[config.mk]
export PLATFORM = sky130hd
export DESIGN_NAME = ifid_hazard_ctrl
export DESIGN_NICKNAME = d
export VERILOG_FILES = /design/src/rtl/ifid_hazard_ctrl.sv
export SDC_FILE = /design/constraint.sdc
export NUM_CORES = 1
export LEC_CHECK = 0
export ABC_AREA = 1
export ABC_CLOCK_PERIOD_IN_PS = 1400
export CAP_MARGIN = 20
export CORE_MARGIN = 1
export CORE_UTILIZATION = 30
export CTS_CLUSTER_DIAMETER = 150
export DETAILED_ROUTE_END_ITERATION = 7
export MAX_ROUTING_LAYER = met4
export PLACE_DENSITY = 0.73
export SYNTH_ARGS = -nofsm -noshare
export SYNTH_HDL_FRONTEND = slang
export SYNTH_SLANG_ARGS = --single-unit
[constraint.sdc]
create_clock -name clk -period 1.4 [get_ports clk]
set_clock_uncertainty 0.2 [all_clocks]
set_input_delay 0.21 -clock clk [delete_from_list [all_inputs] [get_ports clk]]
set_output_delay 0.21 -clock clk [all_outputs]
set_load 0.05 [all_outputs]
[src/rtl/ifid_hazard_ctrl.sv]
// Front-of-pipe stall/flush sequencer: holds IF/ID, injects no-ops, gates PC and requests ID/EX bubbles.
// Optional HAZARD_PERF_CNT_EN adds saturating stall/flush cycle counters.
module ifid_hazard_ctrl #(
  parameter int FLUSH_CYCLES = 1,
  parameter int LOAD_LAT     = 1,
  parameter int CNT_W        = 4
) (
  input  logic       clk,
  input  logic       rst_n,
  input  logic [4:0] id_rs,
  input  logic [4:0] id_rt,
  input  logic       id_uses_rt,
  input  logic [4:0] ex_rd,
  input  logic       ex_mem_read,
  input  logic       ex_redirect,
  input  logic       ext_busy,
  input  logic       halt_req,
  input  logic       resume,
  output logic       data_hazard,
  output logic       PC_hazard,
  output logic       pc_write_en,
  output logic       idex_bubble,
  output logic [2:0] state_out
`ifdef HAZARD_PERF_CNT_EN
  ,
  output logic [15:0] stall_cycles,
  output logic [15:0] flush_cycles
`endif
);

  typedef enum logic [2:0] {
    S_RUN      = 3'd0,
    S_LD_STALL = 3'd1,
    S_FLUSH    = 3'd2,
    S_EXT_WAIT = 3'd3,
    S_HALT     = 3'd4
  } state_t;

  localparam logic [CNT_W-1:0] FLUSH_RELOAD = CNT_W'(FLUSH_CYCLES - 2);
  localparam logic [CNT_W-1:0] LOAD_RELOAD  = CNT_W'(LOAD_LAT - 2);

  if (FLUSH_CYCLES < 1 || FLUSH_CYCLES > 15) begin : g_bad_flush
    $error("FLUSH_CYCLES must be in 1..15");
  end
  if (LOAD_LAT < 1 || LOAD_LAT > 15) begin : g_bad_load
    $error("LOAD_LAT must be in 1..15");
  end
  if ((FLUSH_CYCLES - 2) >= (1 << CNT_W) || (LOAD_LAT - 2) >= (1 << CNT_W)) begin : g_bad_cnt_w
    $error("CNT_W too narrow for the configured reload values");
  end

  state_t           state, state_nxt;
  logic [CNT_W-1:0] cnt, cnt_nxt;
  logic             lu;
  logic             run_eval;
  logic             dh, ph, pwe, bub;

  assign lu = ex_mem_read && (ex_rd != 5'd0) &&
              ((ex_rd == id_rs) || (id_uses_rt && (ex_rd == id_rt)));

  always_comb begin
    state_nxt = state;
    cnt_nxt   = cnt;
    dh        = 1'b0;
    ph        = 1'b0;
    pwe       = 1'b1;
    bub       = 1'b0;
    run_eval  = 1'b0;
    case (state)
      S_FLUSH: begin
        ph  = 1'b1;
        bub = 1'b1;
        if (ex_redirect)      cnt_nxt = FLUSH_RELOAD;
        else if (cnt == '0)   state_nxt = S_RUN;
        else                  cnt_nxt = cnt - 1'b1;
      end
      S_LD_STALL: begin
        dh  = 1'b1;
        pwe = 1'b0;
        bub = 1'b1;
        if (cnt == '0) state_nxt = S_RUN;
        else           cnt_nxt = cnt - 1'b1;
      end
      S_EXT_WAIT: begin
        // The release cycle is decided exactly as a RUN cycle, with no lost slot.
        if (ext_busy) begin
          dh  = 1'b1;
          pwe = 1'b0;
          bub = 1'b1;
        end else begin
          run_eval = 1'b1;
        end
      end
      S_HALT: begin
        dh  = 1'b1;
        pwe = 1'b0;
        bub = 1'b1;
        if (resume) state_nxt = S_RUN;
      end
      default: run_eval = 1'b1;
    endcase

    if (run_eval) begin
      state_nxt = S_RUN;
      if (ex_redirect) begin
        ph  = 1'b1;
        bub = 1'b1;
        pwe = 1'b1;
        if (FLUSH_CYCLES > 1) begin
          state_nxt = S_FLUSH;
          cnt_nxt   = FLUSH_RELOAD;
        end
      end else if (ext_busy) begin
        dh        = 1'b1;
        pwe       = 1'b0;
        bub       = 1'b1;
        state_nxt = S_EXT_WAIT;
      end else if (lu) begin
        dh  = 1'b1;
        pwe = 1'b0;
        bub = 1'b1;
        if (LOAD_LAT > 1) begin
          state_nxt = S_LD_STALL;
          cnt_nxt   = LOAD_RELOAD;
        end
      end else if (halt_req) begin
        dh        = 1'b1;
        pwe       = 1'b0;
        bub       = 1'b1;
        state_nxt = S_HALT;
      end
    end
  end

  always_ff @(posedge clk or negedge rst_n) begin
    if (!rst_n) begin
      state <= S_RUN;
      cnt   <= '0;
    end else begin
      state <= state_nxt;
      cnt   <= cnt_nxt;
    end
  end

  // Reset overrides the decode so the front end sits on no-ops while held.
  assign data_hazard = rst_n & dh;
  assign PC_hazard   = ~rst_n | ph;
  assign pc_write_en = rst_n & pwe;
  assign idex_bubble = ~rst_n | bub;
  assign state_out   = state;

`ifdef HAZARD_PERF_CNT_EN
  always_ff @(posedge clk or negedge rst_n) begin
    if (!rst_n) begin
      stall_cycles <= '0;
      flush_cycles <= '0;
    end else begin
      if (dh && (stall_cycles != 16'hFFFF)) stall_cycles <= stall_cycles + 16'd1;
      if (ph && (flush_cycles != 16'hFFFF)) flush_cycles <= flush_cycles + 16'd1;
    end
  end
`endif

endmodule

### After elaboration in Yosys (flattened, before gate mapping)

Index checks and enable logic that the tools add are counted.

* bits in registers: 7
* input bits: 23
* word-level logic and storage cells: 63

* add/subtract/negate cells: 1
* equality and inequality tests: 8
* mux-type cells: 36
* bitwise gates (word level): 5
* reductions and logical operators: 11

Operators by type and width (count)
* 2-to-1 mux 3 bit: 8
* 2-to-1 mux 1 bit: 20
* == test 5 bit: 2
* case mux 3 bit (3 select lines): 1
* 2-to-1 mux 4 bit: 2
* case mux 1 bit (2 select lines): 4
* case mux 4 bit (2 select lines): 1
* == test 3 x 2 -> 1 bit (second input constant): 2
* != test 3 bit (second input constant): 2
* nonzero test 5 bit: 1
* zero test 4 bit: 1
* nonzero test 4 bit: 1
* subtractor 4 x 1 -> 4 bit (second input constant): 1
* == test 3 x 1 -> 1 bit (second input constant): 1
* == test 3 bit (second input constant): 1
* logical AND 1 bit: 3
* AND reduction 3 bit: 1
* OR reduction 3 bit: 1
* bitwise AND 1 bit: 2
* OR 1 bit: 2
* nonzero test 2 bit: 1
* OR reduction 2 bit: 1
* logical OR 1 bit: 1
* inverter 1 bit: 1

### Longest topological paths before layout

* depth after elaboration: 9
* mapped depth: 10

### Least setup slack after synthesis

OpenSTA, ideal clock, no wires.

* path kind: register to output
* from: register state[1], in the netlist state_out[1]
* to: output PC_hazard
* data arrival time: 2.207 ns
* slack: -1.217 ns
* stages on the path, launching flop included: 6
* path buffers: 0
* cells stage by stage: dfrtp_1 inv_1 ha_1 inv_1 o21ai_1 o21ai_0

* cells in the longest elaborated chain, start to end: 5
* elaborated cells between the ends (all ways): 10
* classes of those cells: 4 x eq/ne; 4 x mux; 1 x bitwise; 1 x reduce/logical

RTL lines
* from (decl): RTL line 52 `state_t state, state_nxt;`
* from (signal assigned): RTL line 140 `state <= state_nxt;`
* == test 3 bit, or another cell as far along: RTL line 69 `case (state)`
* OR reduction 3 bit (no source line) or 2-to-1 mux 1 bit (tied branches)
* case mux 1 bit (2 select lines) or 2-to-1 mux 1 bit (tied branches): RTL line 69, 105
* 2-to-1 mux 1 bit (*): RTL line 103 `if (run_eval) begin`
* OR 1 bit (*): RTL line 147 `assign PC_hazard = ~rst_n | ph;`
* to (decl): RTL line 20 `output logic PC_hazard,`

Mark *: on every way between the ends. The rest lies on a longest branch, timed or not.

### Worst setup path after layout

* from: register state[2], in the netlist state_out[2]
* to: output data_hazard

* cells in the longest elaborated chain, start to end: 9
* elaborated cells between the ends (all ways): 14
* classes of those cells: 4 x eq/ne; 7 x mux; 1 x bitwise; 2 x reduce/logical

RTL lines
* == test 3 bit or == test 3 x 1 -> 1 bit (tied branches): RTL line 69
* OR reduction 2 bit (no source line)
* case mux 1 bit (2 select lines): RTL line 69
* 2-to-1 mux 1 bit: RTL line 126 `end else if (halt_req) begin`
* 2-to-1 mux 1 bit: RTL line 118 `end else if (lu) begin`
* 2-to-1 mux 1 bit: RTL line 113 `end else if (ext_busy) begin`
* 2-to-1 mux 1 bit: RTL line 105 `if (ex_redirect) begin`
* 2-to-1 mux 1 bit (*): RTL line 103
* bitwise AND 1 bit (*): RTL line 146 `assign data_hazard = rst_n & dh;`
* to (decl): RTL line 19 `output logic data_hazard,`

Marked as above.

==> results <==
layout by cell type (no fill, tap or decap):
cell and instances:
nand2_1 31, inv_1 14, dlygate4sd2_1 14, buf_4 12, nor2_1 8, clkdlybuf4s50_1 8, inv_2 7, buf_12 7
nand2_2 4, nand3_1 3, a21oi_4 3, clkbuf_4 3, nand2_4 2, o21ai_4 2, o21ai_2 2, ha_4 2
dfrtp_2 2, xnor2_1 1, nand4_1 1, o21ai_0 1, o21ai_1 1, nand3_4 1, o22ai_2 1, buf_6 1
routing by layer:
layer | part of all wire | vias up | global-route usage
li1 | - | 352 | -
met1 | 0.40 | 298 | 0.2341
met2 | 0.57 | 15 | 0.3975
met3 | 0.033 | 0 | 0.01136
met4 | 0 | 0 | 0.06897
met5 | 0 | - | -
kinds of logic after synthesis:
logic type | after synthesis
compound gates | 10
xor+xnor | 1
fa+ha+maj | 2
buf+inv | 22
flops | 2
simple gates | 50
through the flow:
stage | setup TNS [ns] | setup slack [ns] | instances | util
detailed placement | -2.802 | -0.7281 | 140 | 0.7160
floorplan | -1.929 | -0.5371 | 87 | -
finish | -2.269 | -0.5651 | 146 | 0.7816
CTS | -2.221 | -0.5566 | 146 | 0.7635
global placement | -2.697 | -0.6949 | 140 | 0.7160
global route | -2.686 | -0.6306 | 146 | 0.7816
timing repair:
action / 4_1_cts / 5_1_grt
gates resized for setup: 24 / 5
hold buffers: 0 / 0
pin swaps: 14 / 4
setup endpoints to repair: 6 / 6
cloned: 0 / 0
setup buffers: 3 / 1
layout make-up:
class	instances	area (um^2)
Sequential cell	2	52.55
Timing Repair Buffer	42	444.2
Fill cell	107	287.8
Clock buffer	3	22.52
Multi-Input combinational cell	63	412.9
Tap cell	15	18.77
Inverter	21	78.83
worst register-to-register path, stage by stage, from the launching register on:
cell	delay (ns)
dfrtp_2	0.42
inv_2	0.08
ha_4	0.18
nand2_4	0.06
o21ai_4	0.07
inv_2	0.05
nand2_2	0.07
buf_4	0.11
buf_4	0.09
o22ai_2	0.05
worst max-delay path by stage:
stage,startpoint,depth (start not counted),end,slack (ns)
final,state_out[2]$_DFFE_PN0P_,10,data_hazard,-0.57
after global routing,state_out[2]$_DFFE_PN0P_,10,idex_bubble,-0.63
after global placement,ex_rd[4],12,data_hazard,-0.69
after CTS,state_out[2]$_DFFE_PN0P_,10,data_hazard,-0.56
after detailed placement,ex_rd[4],12,data_hazard,-0.73
after floorplan,state_out[1]$_DFFE_PN0P_,9,data_hazard,-0.54
where the power goes:
group | internal [mW] | leakage (nW) | switching [mW]
registers | 0.0641 | 0.0236 | 0.00736
clock network | 0.0943 | 0.0138 | 0.0289
logic | 0.210 | 0.505 | 0.214
total | 0.368 | 0.542 | 0.251
==> impl_metrics.toml <==
[finish]
nets = 158
stdcell_area_um2 = 1030
antenna_cells = 0
syn2layout_area_growth_pct = 140.6
drive_above_1_share = 0.3740
largest_register_ff_count = 2

[logic_synthesis]
ys_top_cells_by_count = "nand2_1 (34), inv_1 (20), nor2_1 (8)"
synth_top_family_by_area = "simple AND/OR/NAND/NOR gates"
synthXorXnorAreaFrac = 0.02047
synth_area_leaders = "nand2_1 (30%), inv_1 (18%), dfrtp_1 (12%)"
seq_area_frac_synth = 0.1170
synth_fa_ha_area_frac = 0.05848
ys_warn_count = 0
postSynthCellCount = 87
synth_top_area_share = 0.2982
ys_seq_elements = 2
synth-compound-area-share = 0.1287
synth_most_common_cell = "nand2_1"
synth_edf_count = 0
synth_mux_area_frac = 0
syn_area_per_cell_um2 = 4.919
synthesis.area_um2 = 427.9
synth.largest_area_cell = "nand2_1"
synth-async-reset-ratio = 1.000
yosys.cell_types.count = 16
synth_simple_gate_area_share = 0.4737
ys.flop_type = "dfrtp_1"
syn_nets = 112

[clock_tree]
cts.sinks = 2
cts_tree = "built"
cts.htree.levels = 1
cts.clk_slew.worst_paths_ns = 0.03
clkLatencyLatePin_ns = 0.22
clockBufferDepth = 2
cts_made_buffers = 3
ctsRootBufferMaster = "clkbuf_4"

[global_route]
gr-total-overflow = 0
grt_pass1_vias = 589
grt_pass1_wl_um = 2249
grt_max_degree = 6
antenna_found_initial = 0
grt_usage = 0.2120

[setup_path]
startpoint_type = "flop"
crit_path_end_kind = "output pin"
r2r_setup_slack_ns = -0.11
path_class = "reg2out"
worstPathArrival_ns = 1.56
critPathTopFamily = "flip-flops"
reg2reg_to = "state_out[2]$_DFFE_PN0P_"
crit_chain = "inv_2 > ha_4 > nand2_4 > o21ai_4 > inv_2 > nand2_2 > o21ai_2 > inv_2 > a21oi_4 > buf_12"
regToRegStartpoint = "state_out[2]$_DFFE_PN0P_"
crit_top_cell = "inv_2"
slowest_stage = "dfrtp_2"
crit_buf_inv = 4
max_stage_delay_ns = 0.39
crit_fanout = 3
r2r_cells = 9
critical_path_required_ns = 0.99

[sta]
period_needed_ns = 1.965
fin_hold_ws_ns = 0.1885
finalHoldViolCount = 0
rsz0062_at_grt = "true"
finalSetupViolCount = 6
clock.fmax_mhz = 508.9
finalMaxSlewViolations = 0
tightest_slew_ns = 0.2993
finalWorstSetupSlack_ns = -0.5651
relSlewSlack = 0.7998
post-route-period-util = 1.404

[die]
die_w_um = 39.77
rows = 13
io-pin-count = 30
start_util = 0.3248
core_area_um2 = 1318
fp.dieArea_um2 = 1581
die_height_um = 39.77

[routing]
viasPerCell = 4.555
drc_errors = 0
wirelength_um = 1407
vias = 665
wl_per_cell_um = 9.637
drtIter0Drc = 15
antenna_left = 0
drtPass1Iterations = 4

[placement]
place_hpwl_um = 1067
gp_congestion = 0.7933
postPlaceCellArea_um2 = 943.4
io_buffer_count = 29

[power_and_ir_drop]
p_leak_nw = 0.5423
power_density_nw_per_um2 = 601.1
p_total_uw = 618.9
ir_worst_vdd_uv = 542.8

[job]
drv_cap = 0

[run_status]
failed_checks = "setup timing"
outcome = "finished, violations left"

[min_path]
holdCritPathClass = "in2async"
No activity file was read; power rests on OpenSTA's default activity.
